**src/rtl/mem_stage.sv**
```systemverilog
// RV32I memory-access stage: data-memory request/ack port, load extension,
// wait-state stall control and the MEM/WB pipeline register.
module mem_stage (
    input  logic        clk,
    input  logic        rst,
    input  logic [31:0] i_ResultM,
    input  logic [31:0] i_DataStoreM,
    input  logic [2:0]  i_Func3M,
    input  logic [4:0]  i_RdM,
    input  logic        i_RegSrcM,
    input  logic        i_MemSrcM,
    input  logic        i_LoadM,
    input  logic [1:0]  i_ResultSrcM,
    input  logic [31:0] i_PcM,
    output logic        o_dmem_req,
    output logic        o_dmem_we,
    output logic [31:0] o_dmem_addr,
    output logic [31:0] o_dmem_wdata,
    output logic [3:0]  o_dmem_wstrb,
    input  logic        i_dmem_ack,
    input  logic [31:0] i_dmem_rdata,
    output logic        o_stall,
    output logic        o_fault,
    output logic [31:0] o_ResultW,
    output logic [31:0] o_ReadDataW,
    output logic [31:0] o_PcW,
    output logic [4:0]  o_RdW,
    output logic        o_RegSrcW,
    output logic [1:0]  o_ResultSrcW
);
    localparam logic S_IDLE = 1'b0;
    localparam logic S_WAIT = 1'b1;

    logic        state_q, state_d;
    logic [31:0] h_result_q, h_result_d, h_wdata_q, h_wdata_d, h_pc_q, h_pc_d;
    logic        h_we_q, h_we_d, h_regsrc_q, h_regsrc_d;
    logic [3:0]  h_wstrb_q, h_wstrb_d;
    logic [2:0]  h_func3_q, h_func3_d;
    logic [4:0]  h_rd_q, h_rd_d;
    logic [1:0]  h_ressrc_q, h_ressrc_d;
    logic [31:0] result_w_q, result_w_d, rdata_w_q, rdata_w_d, pc_w_q, pc_w_d;
    logic [4:0]  rd_w_q, rd_w_d;
    logic        regsrc_w_q, regsrc_w_d, fault_q, fault_d;
    logic [1:0]  ressrc_w_q, ressrc_w_d;

    logic        access, legal, misal, fault_in, stall;
    logic [3:0]  in_wstrb;
    logic [31:0] in_wdata;

    function automatic logic [31:0] load_ext(input logic [2:0] f3, input logic [1:0] off,
                                             input logic [31:0] w);
        logic [7:0]  b;
        logic [15:0] h;
        case (off)
            2'd0:    b = w[7:0];
            2'd1:    b = w[15:8];
            2'd2:    b = w[23:16];
            default: b = w[31:24];
        endcase
        h = off[1] ? w[31:16] : w[15:0];
        case (f3)
            3'b000:  load_ext = {{24{b[7]}}, b};
            3'b001:  load_ext = {{16{h[15]}}, h};
            3'b100:  load_ext = {24'h0, b};
            3'b101:  load_ext = {16'h0, h};
            default: load_ext = w;
        endcase
    endfunction

    // Decode of the incoming EX/MEM bundle; a simultaneous load+store is a load.
    always_comb begin
        access = i_LoadM | i_MemSrcM;
        if (i_LoadM)
            legal = (i_Func3M == 3'b000) || (i_Func3M == 3'b001) || (i_Func3M == 3'b010) ||
                    (i_Func3M == 3'b100) || (i_Func3M == 3'b101);
        else
            legal = (i_Func3M == 3'b000) || (i_Func3M == 3'b001) || (i_Func3M == 3'b010);
        misal    = ((i_Func3M[1:0] == 2'b01) && i_ResultM[0]) ||
                   ((i_Func3M[1:0] == 2'b10) && (i_ResultM[1:0] != 2'b00));
        fault_in = access && (!legal || misal);
        case (i_Func3M[1:0])
            2'b00: begin
                in_wstrb = 4'b0001 << i_ResultM[1:0];
                in_wdata = {4{i_DataStoreM[7:0]}};
            end
            2'b01: begin
                in_wstrb = i_ResultM[1] ? 4'b1100 : 4'b0011;
                in_wdata = {2{i_DataStoreM[15:0]}};
            end
            default: begin
                in_wstrb = 4'b1111;
                in_wdata = i_DataStoreM;
            end
        endcase
        if (i_LoadM)
            in_wstrb = 4'b0000;
    end

    always_comb begin
        state_d    = state_q;
        h_result_d = h_result_q;
        h_wdata_d  = h_wdata_q;
        h_pc_d     = h_pc_q;
        h_we_d     = h_we_q;
        h_regsrc_d = h_regsrc_q;
        h_wstrb_d  = h_wstrb_q;
        h_func3_d  = h_func3_q;
        h_rd_d     = h_rd_q;
        h_ressrc_d = h_ressrc_q;
        result_w_d = 32'h0;
        rdata_w_d  = 32'h0;
        pc_w_d     = 32'h0;
        rd_w_d     = 5'h0;
        regsrc_w_d = 1'b0;
        ressrc_w_d = 2'b00;
        fault_d    = 1'b0;
        stall      = 1'b0;
        o_dmem_req   = 1'b0;
        o_dmem_we    = 1'b0;
        o_dmem_addr  = 32'h0;
        o_dmem_wdata = 32'h0;
        o_dmem_wstrb = 4'h0;
        if (state_q == S_WAIT) begin
            o_dmem_req   = 1'b1;
            o_dmem_we    = h_we_q;
            o_dmem_addr  = {h_result_q[31:2], 2'b00};
            o_dmem_wdata = h_wdata_q;
            o_dmem_wstrb = h_wstrb_q;
            if (i_dmem_ack) begin
                result_w_d = h_result_q;
                rdata_w_d  = h_we_q ? 32'h0 : load_ext(h_func3_q, h_result_q[1:0], i_dmem_rdata);
                pc_w_d     = h_pc_q;
                rd_w_d     = h_rd_q;
                regsrc_w_d = h_regsrc_q;
                ressrc_w_d = h_ressrc_q;
                state_d    = S_IDLE;
            end else begin
                stall = 1'b1;
            end
        end else if (access && !fault_in) begin
            o_dmem_req   = 1'b1;
            o_dmem_we    = !i_LoadM;
            o_dmem_addr  = {i_ResultM[31:2], 2'b00};
            o_dmem_wdata = i_LoadM ? 32'h0 : in_wdata;
            o_dmem_wstrb = in_wstrb;
            if (i_dmem_ack) begin
                result_w_d = i_ResultM;
                rdata_w_d  = i_LoadM ? load_ext(i_Func3M, i_ResultM[1:0], i_dmem_rdata) : 32'h0;
                pc_w_d     = i_PcM;
                rd_w_d     = i_RdM;
                regsrc_w_d = i_RegSrcM;
                ressrc_w_d = i_ResultSrcM;
            end else begin
                h_result_d = i_ResultM;
                h_wdata_d  = o_dmem_wdata;
                h_pc_d     = i_PcM;
                h_we_d     = !i_LoadM;
                h_regsrc_d = i_RegSrcM;
                h_wstrb_d  = in_wstrb;
                h_func3_d  = i_Func3M;
                h_rd_d     = i_RdM;
                h_ressrc_d = i_ResultSrcM;
                stall      = 1'b1;
                state_d    = S_WAIT;
            end
        end else begin
            // Non-access or faulting access: pass straight through, faults never write rd.
            result_w_d = i_ResultM;
            pc_w_d     = i_PcM;
            rd_w_d     = i_RdM;
            regsrc_w_d = i_RegSrcM && !fault_in;
            ressrc_w_d = i_ResultSrcM;
            fault_d    = fault_in;
        end
        if (rst) begin
            o_dmem_req = 1'b0;
            stall      = 1'b0;
        end
    end

    always_ff @(posedge clk) begin
        if (rst) begin
            state_q    <= S_IDLE;
            h_result_q <= 32'h0;
            h_wdata_q  <= 32'h0;
            h_pc_q     <= 32'h0;
            h_we_q     <= 1'b0;
            h_regsrc_q <= 1'b0;
            h_wstrb_q  <= 4'h0;
            h_func3_q  <= 3'h0;
            h_rd_q     <= 5'h0;
            h_ressrc_q <= 2'b00;
            result_w_q <= 32'h0;
            rdata_w_q  <= 32'h0;
            pc_w_q     <= 32'h0;
            rd_w_q     <= 5'h0;
            regsrc_w_q <= 1'b0;
            ressrc_w_q <= 2'b00;
            fault_q    <= 1'b0;
        end else begin
            state_q    <= state_d;
            h_result_q <= h_result_d;
            h_wdata_q  <= h_wdata_d;
            h_pc_q     <= h_pc_d;
            h_we_q     <= h_we_d;
            h_regsrc_q <= h_regsrc_d;
            h_wstrb_q  <= h_wstrb_d;
            h_func3_q  <= h_func3_d;
            h_rd_q     <= h_rd_d;
            h_ressrc_q <= h_ressrc_d;
            result_w_q <= result_w_d;
            rdata_w_q  <= rdata_w_d;
            pc_w_q     <= pc_w_d;
            rd_w_q     <= rd_w_d;
            regsrc_w_q <= regsrc_w_d;
            ressrc_w_q <= ressrc_w_d;
            fault_q    <= fault_d;
        end
    end

    assign o_stall      = stall;
    assign o_fault      = fault_q;
    assign o_ResultW    = result_w_q;
    assign o_ReadDataW  = rdata_w_q;
    assign o_PcW        = pc_w_q;
    assign o_RdW        = rd_w_q;
    assign o_RegSrcW    = regsrc_w_q;
    assign o_ResultSrcW = ressrc_w_q;
endmodule

```
**config.mk**
```make
export PLATFORM = sky130hd
export DESIGN_NAME = mem_stage
export DESIGN_NICKNAME = d
export VERILOG_FILES = /design/src/rtl/mem_stage.sv
export SDC_FILE = /design/constraint.sdc
export NUM_CORES = 1
export LEC_CHECK = 0
export ABC_AREA = 1
export CAP_MARGIN = 15
export CORE_UTILIZATION = 43
export CTS_CLUSTER_SIZE = 8
export DETAILED_ROUTE_END_ITERATION = 12
export PLACE_DENSITY = 0.83
export SLEW_MARGIN = 20
export SYNTH_ARGS = -nofsm -noshare
export SYNTH_HDL_FRONTEND = slang
export SYNTH_SLANG_ARGS = --single-unit
```
**constraint.sdc**
```tcl
create_clock -name clk -period 3.6 [get_ports clk]
set_input_delay 1.08 -clock clk [delete_from_list [all_inputs] [get_ports clk]]
set_output_delay 1.08 -clock clk [all_outputs]
set_load 0.05 [all_outputs]
```
==> run_results.csv <==
group,metric,value,unit
setup_path,start_kind,"input pin",
detailed_routing,drtAntennaViolNets,0,
floorplanning,die_h,157,um
placement,placed_cell_area,15300,um2
sta,holdWs,0.463,ns
sta,hold_viol_final,0,
pwr,switchingPower,0.00223,W
synth,synthDistinctLibCells,31,
setup_path,worst-path-max-fanout,2,
pwr,seqPwrFrac,37.1,%
clocking,path_clk_slew,0.04,ns
synth,syn_area,10400,um2
pwr,leakage,6.65,nW
detailed_routing,drc,0,
sta,fin_crit_sh,97.9,%
sta,fmax,0.284,GHz
floorplanning,fp.dieArea,24800,um2
finish,final_area,16300,um2
detailed_routing,vias,11600,
sta,finalSetupViolCount,0,
setup_path,worstSetupPathType,"in2out",
pwr,comb_power_share,27.6,%
pwr,intPower,0.00482,W
detailed_routing,vias_per_cell,5.44,
global_route,grt_pass1_wl,58.0,mm
finish,multi_input_area,5450,um2
global_route,track_usage,29.5,%
synth,ys_ff_latch,218,
clocking,numClockSinks,218,
detailed_routing,wl,37.9,mm
sta,finClkSkew,0.0193,ns
placement,dp_hpwl,26.4,mm
synth,yosysTopAreaCell,"dfxtp_1",
clocking,root_buffer,"clkbuf_16",
setup_path,endpoint_kind,"output pin",
setup_path,crit_slowest_cell,"clkdlybuf4s50_1",
setup_path,arrival,2.44,ns
min_path,hold_class,"reg2reg",
global_route,grt_pass1_vias,10800,
placement,dp_cells,2099,
synth,yosysWarnings,0,
pwr,switching_share,31.6,%
synth,synth_top_area_share,42.0,%
pwr,ir_drop,0.252,mV
floorplanning,io_pins,320,
finish,area_delta_synth_final,56.6,%
synth,synthesis.instances,1485,
detailed_routing,wire_per_inst,17.7,um
pwr,power_density,434,nW/um2
floorplanning,start_util,44.0,%
sta,rsz0062_at_grt,"false",
global_route,antenna_found_initial,2,
clocking,clockBufferDepth,3,
sta,slew_viol_final,0,
sta,finalCriticalPeriod,3.52,ns
synth,yosysSeqAreaShare,42.0,%
global_route,overflow,0,
clocking,cts_tree,"done",
detailed_routing,dr.pass1.iters,5,
clocking,cts_made_buffers,31,
floorplanning,die_w,157,um
finish,layout.cells.non_filler,2137,
clocking,ctsHoldBuffers,0,
setup_path,cp_slowest_stage_delay,0.50,ns
floorplanning,rows,56,
placement,gp_congestion,0.938,
placement,portBuffers,317,
detailed_routing,drt-initial-drc-count,798,
global_route,grt_max_degree,65,
clocking,htree_levels,1,
sta,maxSlewHeadroom,45.5,%
finish,drive_gt1_share,16.3,%
sta,tightest_slew,0.815,ns
synth,synthTopCellsByArea,"dfxtp_1, nand2_1, o21ai_0",
finish,seqCellArea,4370,um2
setup_path,crit_required,2.52,ns
flow_run,drv_cap,0,
setup_path,crit_path_cell_trace,"clkdlybuf4s50_1 > inv_1 > buf_4 > nand2_1 > o21ai_0 > o21ai_4 > buf_12",
pwr,clockPowerShare,35.3,%
finish,final_net_count,1961,
floorplanning,coreArea,23600,um2
setup_path,ff2ff_setup_slack,1.15,ns
finish,num-fill-cells,1824,
synth,avgSynthCellArea,7.00,um2
clocking,insertion_delay,0.54,ns
outcome,status,"completed",
-- power groups by stage --
| stage | combinational, W | sequential [W] | clock (W) |
|---|---|---|---|
| 6_report | 0.00195 | 0.00262 | 0.00249 |
| 5_1_grt | 0.00205 | 0.00262 | 0.00261 |
| 4_1_cts | 0.00191 | 0.00262 | 0.00252 |
| 3_5_place_dp | 0.00188 | 0.00266 | 0 |
| 3_3_place_gp | 0.00185 | 0.00266 | 0 |
| 2_1_floorplan | 0.000807 | 0.00293 | 0 |
-- critical path: cells and delay by family --
kind | cells | cell delay [ns]
AO/OA/AOI/OAI | 2 | 0.45
buffers and inverters | 4 | 0.87
AND/OR/NAND/NOR | 1 | 0.05
-- cells in the mapped netlist --
library cell and instances:
inv_1 133, o21a_1 1, o221ai_1 8, and3_1 1, nand2_2 2, clkbuf_1 63, nand2_1 342, buf_6 11
o22ai_1 36, mux2i_1 29, nor2_4 4, nor2_2 2, buf_1 6, clkinv_1 2, o21ai_0 160, nand3_1 49
o211ai_2 1, a22oi_1 3, buf_2 24, a21oi_1 129, conb_1 1, nor3_1 2, nand3_2 1, o211ai_1 75
buf_4 11, o21ai_1 10, o31ai_1 1, inv_2 4, nand4_1 3, nor2_1 153, dfxtp_1 218
-- flip-flops by register name, indices dropped and copies added, names as in the netlist, 2 cells and up --
name	flops
h_rd_q	5
o_ResultW	32
o_ResultSrcW	2
o_PcW	32
h_result_q	32
h_ressrc_q	2
o_ReadDataW	32
h_func3_q	3
h_wstrb_q	4
h_pc_q	32
o_RdW	5
h_wdata_q	32
-- final timing paths --
kind                   startpoint               end  cells after the start
hold / removal      h_wdata_q[17]     h_wdata_q[17]                      2
setup / recovery  i_DataStoreM[0]  o_dmem_wdata[16]                      7
setup reg to reg          state_q     h_wdata_q[13]                      6
hold reg to reg     h_wdata_q[17]     h_wdata_q[17]                      2
-- stage by stage --
step / util, % / setup WS, ns / total power [W] / setup TNS (ns)
after floorplan: - / -0.377 / 0.00373 / -0.443
after global placement: 64.9 / -0.315 / 0.00451 / -17.00
after detailed placement: 64.9 / -0.311 / 0.00455 / -16.43
after CTS: 68.6 / 0.000890 / 0.00705 / 0
after global routing: 68.9 / 0.0103 / 0.00729 / 0
final: 68.9 / 0.0751 / 0.00705 / 0
-- cells by family (layout without fill, tap and decap cells) --
kind of cell	Yosys count	after routing	share of synthesized area [%]
other	1	3	0.0361
flip-flops	218	218	42.0
buffers and inverters	254	585	10.7
AND/OR/NAND/NOR	559	559	21.4
multiplexers	29	29	2.79
AO/OA/AOI/OAI	424	424	23.1
-- routing by layer --
metal / track usage [%] / vias to the layer above / part of all wire (%)
met5: 0 / - / 0
li1: - / 5565 / -
met4: 14.1 / 0 / 4.6
met3: 5.89 / 111 / 8.2
met2: 50.1 / 554 / 49
met1: 35.6 / 5405 / 38
-- cell usage in the layout, fill, tap and decap left out, types with 2 or more instances in the layout --
master	instances
clkinv_1	2
conb_1	2
nor2_4	14
buf_12	78
o21ai_2	8
clkdlybuf4s50_1	240
nand3_1	48
mux2i_1	29
o21ai_1	11
buf_4	84
a21oi_1	129
nor2_1	121
dfxtp_1	217
inv_1	128
o22ai_1	36
nand2_1	341
a22oi_1	3
inv_2	8
clkbuf_16	33
o211ai_1	75
o21ai_4	28
o21ai_0	123
clkbuf_2	5
o221ai_1	8
nand4_1	3
nor2_2	24
-- layout make-up --
class                   instances  area share (%)
clock inverters                 1          0.0539
diodes                          1          0.0154
inverters                     139            3.28
clock buffers                  32            4.79
repair buffers                413            29.1
well taps                     319            2.45
multi-input cells            1014            33.5
flip-flops and latches        218            26.9
-- what timing repair did --
action,CTS,global route
buffers inserted,1,1
pin swaps,3,4
gates cloned,1,2
gates resized for setup,28,19
hold endpoints to repair,0,0
endpoints found under the setup margin,69,67
Power figures use the tool's default switching activity.
